`src/rtl/pp_gen_gated.sv`:
```
// pp_gen_gated: registered partial-product generator with operand-driven
// clock-gate enable, feeding the reduction tree of the approximate multiplier.
//
// Ports:
//   clk, rst        - clock and synchronous active-high reset
//   in_valid/ready  - operand pair handshake (a = multiplicand, b = multiplier)
//   a, b            - WIDTH-bit operands
//   pp_valid/ready  - output handshake towards the reduction tree
//   pp              - WIDTH*WIDTH AND matrix, pp[i*WIDTH+j] = a_q[j] & b_q[i]
//   zero_op         - held pair had a zero operand (pp forced to 0)
//   reg_en          - combinational operand-register load / clock-gate enable
//   gate_cnt        - saturating count of accepted pairs that did not load
module pp_gen_gated #(
  parameter int WIDTH = 8
) (
  input  logic                     clk,
  input  logic                     rst,
  input  logic                     in_valid,
  output logic                     in_ready,
  input  logic [WIDTH-1:0]         a,
  input  logic [WIDTH-1:0]         b,
  output logic                     pp_valid,
  input  logic                     pp_ready,
  output logic [WIDTH*WIDTH-1:0]   pp,
  output logic                     zero_op,
  output logic                     reg_en,
  output logic [15:0]              gate_cnt
);

  typedef enum logic {EMPTY = 1'b0, FULL = 1'b1} state_t;

  state_t           state, state_nxt;
  logic [WIDTH-1:0] a_q, b_q;
  logic             zero_q;
  logic             acc, zero, same;

  assign in_ready = (state == EMPTY) | pp_ready;
  assign acc      = in_valid & in_ready;
  assign zero     = (a == '0) | (b == '0);
  assign same     = (a == a_q) & (b == b_q);
  assign reg_en   = acc & ~zero & ~same;

  assign pp_valid = (state == FULL);
  assign zero_op  = zero_q;

  always_comb begin
    state_nxt = state;
    case (state)
      EMPTY:   if (acc) state_nxt = FULL;
      FULL:    if (pp_ready && !acc) state_nxt = EMPTY;
      default: state_nxt = EMPTY;
    endcase
  end

  always_ff @(posedge clk) begin
    if (rst) begin
      state    <= EMPTY;
      a_q      <= '0;
      b_q      <= '0;
      zero_q   <= 1'b1;
      gate_cnt <= '0;
    end else begin
      state <= state_nxt;
      if (reg_en) begin
        a_q <= a;
        b_q <= b;
      end
      if (acc) zero_q <= zero;
      if (acc && !reg_en && gate_cnt != 16'hFFFF) gate_cnt <= gate_cnt + 16'd1;
    end
  end

  // Pure function of the held registers: no path from a/b to pp.
  always_comb begin
    pp = '0;
    for (int unsigned i = 0; i < WIDTH; i++) begin
      for (int unsigned j = 0; j < WIDTH; j++) begin
        pp[i*WIDTH+j] = a_q[j] & b_q[i] & ~zero_q;
      end
    end
  end

endmodule

```
`config.mk`:
```
export PLATFORM = sky130hd
export DESIGN_NAME = pp_gen_gated
export DESIGN_NICKNAME = d
export VERILOG_FILES = /design/src/rtl/pp_gen_gated.sv
export SDC_FILE = /design/constraint.sdc
export NUM_CORES = 1
export LEC_CHECK = 0
export ABC_CLOCK_PERIOD_IN_PS = 3000
export CELL_PAD_IN_SITES_DETAIL_PLACEMENT = 2
export CELL_PAD_IN_SITES_GLOBAL_PLACEMENT = 2
export CORE_ASPECT_RATIO = 0.5
export CORE_UTILIZATION = 24
export DETAILED_ROUTE_END_ITERATION = 16
export PLACE_DENSITY_LB_ADDON = 0.08
export RECOVER_POWER = 100
export SLEW_MARGIN = 20
export SYNTH_ARGS = -nofsm -noshare
export SYNTH_HDL_FRONTEND = slang
export SYNTH_SLANG_ARGS = --single-unit
```
`constraint.sdc`:
```
create_clock -name clk -period 3 [get_ports clk]
set_input_delay 0.6 -clock clk [delete_from_list [all_inputs] [get_ports clk]]
set_output_delay 0.6 -clock clk [all_outputs]
set_load 0.05 [all_outputs]
```
Yosys cells after proc, flatten, opt, wreduce, memory -nomap -nowiden

Index checks and enable logic that the tools add are counted.

Bits of input ports: 20
Output and inout port bits: 84
Register bits: 34
Logic and storage cells: 157

Add/sub/neg operators: 1
Bitwise logic cells: 138
Muxes and demuxes: 3
Equality and inequality tests: 3
Reduce and logical (&&, ||, !) cells: 7

Operators with widths:

| cell                                                             | count |
|---|---|
| 1-bit AND                                                        | 132 |
| 16-bit by 1-bit adder with 16-bit output (second input constant) | 1 |
| 8-bit equality test                                              | 2 |
| 8-bit zero test                                                  | 2 |
| 16-bit != test (second input constant)                           | 1 |
| 1-bit inverter                                                   | 4 |
| 1-bit logical AND                                                | 3 |
| 1-bit zero test                                                  | 2 |
| 1-bit two-way mux                                                | 2 |
| 1-bit bitwise OR                                                 | 2 |
| 1-bit case mux with 2 select lines                               | 1 |

Longest topological paths before layout

Depth in word-level cells: 8
Gate-level depth with buffers: 9
Depth with buffers taken out: 7

Worst setup path before layout

Ideal clock, no wire load.

Path type: input to output
Start: input pp_ready
End: output reg_en
Path slack: -0.180 ns
Data required time: 2.400 ns
Path buffers: 3
Stages on the path: 7
Arrival: 2.580 ns
Path through: nand2b_1 -> and2_1 -> clkbuf_2 -> nand3_1 -> nor2_2 -> buf_2 -> buf_1

Cells in the longest elaborated chain, start to end: 4

Ends and longest elaborated chain:

| what                   | line | RTL |
|---|---|---|
| start, declared        | 23   | `input logic pp_ready,` |
| 1-bit bitwise OR       | 37   | `assign in_ready = (state == EMPTY) \| pp_ready;` |
| 1-bit AND              | 38   | `assign acc = in_valid & in_ready;` |
| 1-bit AND (2 in a row) | 41   | `assign reg_en = acc & ~zero & ~same;` |
| end, declared          | 26   | `output logic reg_en,` |

No other way between the ends.

Final worst setup path

Start: input b[1]
End: output reg_en

Cells in the longest elaborated chain, start to end: 5
Elaborated cells between the ends (all ways): 8
Classes of those cells: 1 x eq/ne; 6 x bitwise; 1 x reduce/logical

Ends and longest elaborated chain:

| what             | line | RTL |
|---|---|---|
| start, declared  | 21   | `input logic [WIDTH-1:0] b,` |
| 8-bit zero test  | 39   | `assign zero = (a == '0) \| (b == '0);` |
| 1-bit bitwise OR | 39   |  |
| 1-bit inverter   | 41   |  |
| 1-bit AND        | 41   |  |
| 1-bit AND *      | 41   |  |

Every way passes the cells marked *; elsewhere a longest branch is shown, timed or not.

==> metrics.txt <==
cts bufs inserted 5; sequential area share after synthesis 0.3016; CTS tree done; final setup margin 0.09225 ns; Hold Path Class reg -> reg; Syn Inst Count 288; initial DRC count 77; CTS Buffer Depth 2; Starting Density 0.2531; PortBufs approximately 100; grt peak-use layer met2; list of most frequent post-synthesis cells and2_1 (60), dfxtp_1 (34), a21oi_1 (29), nand2_1 (29), o21ai_0 (22); Post-synth EDFFs 0; placer congestion estimate approximately 0.74; Comb power frac 0.149; Fmax achieved ~0.34 GHz; drt first pass iters 12; Clock Latency Late Sink between 0.2 and 0.3 ns; GR Util met2 0.3681; CP Capture Type output pin; r2r setup slk ~0.56 ns; routed via count 2509; Avg Inst Size Synth just under 8 um^2; P_int 1055 uW; crit path kind in -> out; M3 GR Usage 0.04333; dominant synthesized flop cell dfxtp_1; P_sw ~360 uW; Core Region 8919 um^2; DR WL/cell approximately 18 um; Clk pwr share 0.502; FF+latch count, synth 34; crit share post-route 0.9693; first-pass GRT wire length about 15000 um; crit start category input pin; die width ~140 um; Rows 24; Design Area, Final 3652 um^2; Area Growth Syn to Fin 61.81%; CP Data Arrival Time between 2 and 2.5 ns; post-route ant nets 0; largest net degree at the start of global routing 24; setup bufs post-CTS 0; top cells by area, synth dfxtp_1 (30%), and2_1 (17%), a21oi_1 (6.4%), o21ai_0 (4.9%), nand2_1 (4.8%); min-delay src gate_cnt[8]$_SDFFE_PP0P_; H-tree levels 2; Synth Warn # 0; CP max FO 23; Setup violations, final 0; nets approximately 420; Global Route met1 Usage 0.2308; failing checks DRC; share of layout cells above drive strength 1 0.1055; vias in the first global route between 2000 and 3000; min cycle time layout around 2.9 ns; I/O pin count 104; DRC viols 12; Lkg Pwr approximately 0.0015 uW; clock slew at reported path FFs ~0.060 ns; pre-CTS WS -0.1158 ns; placed wire-length estimate approximately 7000 um; max cap viols 0; Total Wirelength 9405 um; Slew Limit Headroom 0.5987; area leader, netlist dfxtp_1; Post-Syn Nets around 300; CTS sink count 34; grt ovf 0; CTS Root Cell clkbuf_16; ys async rst share 0; cell area after synthesis 2257 um^2; via/cell ratio just under 5; # diodes 0; Sw Share 0.2565; post-synth cell types 34; WP data required ~2.4 ns; worst r2r path cells 7; reg2reg start a_q[5]$_SDFFE_PP0P_; Hold Vio Cnt, Final 0; Final Skew 0.003670 ns; Worst Tran Pin Value 0.6045 ns; die area ~9800 um^2; Fillers 986; RSZ-0062 raised after global routing false; Die Y 70.58 um; worst r2r dst gate_cnt[15]$_SDFFE_PP0P_; post-synth top area share 0.3016; Worst Hold End gate_cnt[8]$_SDFFE_PP0P_; gr usage total 0.1977; pwr/cell area slightly below 400 nW/um^2; placed instance area between 3000 and 4000 um^2; number of max-slew violations in the final report 0; initial antenna violation count 0; Hold Path Stages 2; Peak VDD IR about 0.00020 V; most frequent cell after synthesis and2_1; Flop pwr share 0.350; final core occ 0.4095; status finished with violations
critical path, cell delays in order:
cell and delay, ns:
clkdlybuf4s50_1 0.57, xnor2_1 0.15, nand4_1 0.16, nor4_4 0.44
nor2_4 0.19, buf_12 0.20
cell usage in the layout (no fill, tap or decap), types with 11 or more instances in the layout:
| cell | instances |
|---|---|
| dlygate4sd3_1 | 75 |
| and2_1 | 56 |
| dfxtp_1 | 34 |
| nand2_1 | 29 |
| a21oi_1 | 29 |
| clkdlybuf4s50_1 | 24 |
| o21ai_0 | 22 |
| buf_4 | 17 |
| xnor2_1 | 12 |
| nor2b_1 | 11 |
final cells by class:
class | count | area, um^2 | share of cell area
Clock buffer | 6 | 138.9 | 0.03803
Clock inverter | 2 | 60.06 | 0.01644
Inverter | 3 | 11.26 | 0.003083
Multi-Input combinational cell | 232 | 1460 | 0.3998
Sequential cell | 34 | 680.7 | 0.1864
Tap cell | 117 | 146.4 | 0.04008
Timing Repair Buffer | 121 | 1155 | 0.3162
sequential cells by signal, indices dropped and copies added, names as in the netlist:
register,flops
pp_valid,1
b_q,8
zero_op,1
gate_cnt,16
a_q,8
how the worst max path moves through the flow:
stage               startpoint      to  depth (start not counted)
floorplan             pp_ready  reg_en                          7
global placement          a[2]  reg_en                          6
detailed placement        a[3]  reg_en                          7
CTS                       a[2]  reg_en                          6
global route              b[0]  reg_en                          6
finish                    b[1]  reg_en                          6
what timing repair did:
item	CTS	global route
hold buffers	0	0
pin swaps	0	1
endpoints found under the hold margin	0	0
gates resized for setup	1	1
setup endpoints to repair	1	1
power groups by stage:
stage	clock network [uW]	registers (uW)	logic [uW]
2_1_floorplan	0	501	127
3_3_place_gp	0	505	209
3_5_place_dp	0	507	215
4_1_cts	728	497	219
5_1_grt	749	500	226
6_report	712	497	211
cell families after synthesis:
group / synth area share
adder cells (fa/ha/maj): 0.005542
flip-flops: 0.3016
buffers and inverters: 0.05653
XOR/XNOR: 0.08038
multiplexers: 0.01940
AO/OA/AOI/OAI: 0.1402
AND/OR/NAND/NOR: 0.3963
metal layers:
metal	wire length [um]	vias to the layer above
li1	-	1200
met1	4130	1220
met2	4641	76
met3	468	13
met4	165	0
met5	0	-
through the flow:
step                instances  setup TNS [ns]  hold WS [ns]  total power (uW)
floorplan                 288               0        0.4733             627.5
global placement          507        -0.05119        0.4866             713.6
detailed placement        507         -0.2069        0.5080             722.0
CTS                       515               0        0.5177              1445
global route              515               0        0.5388              1475
finish                    515               0        0.5065              1419
(Power assumes the default switching activity.)
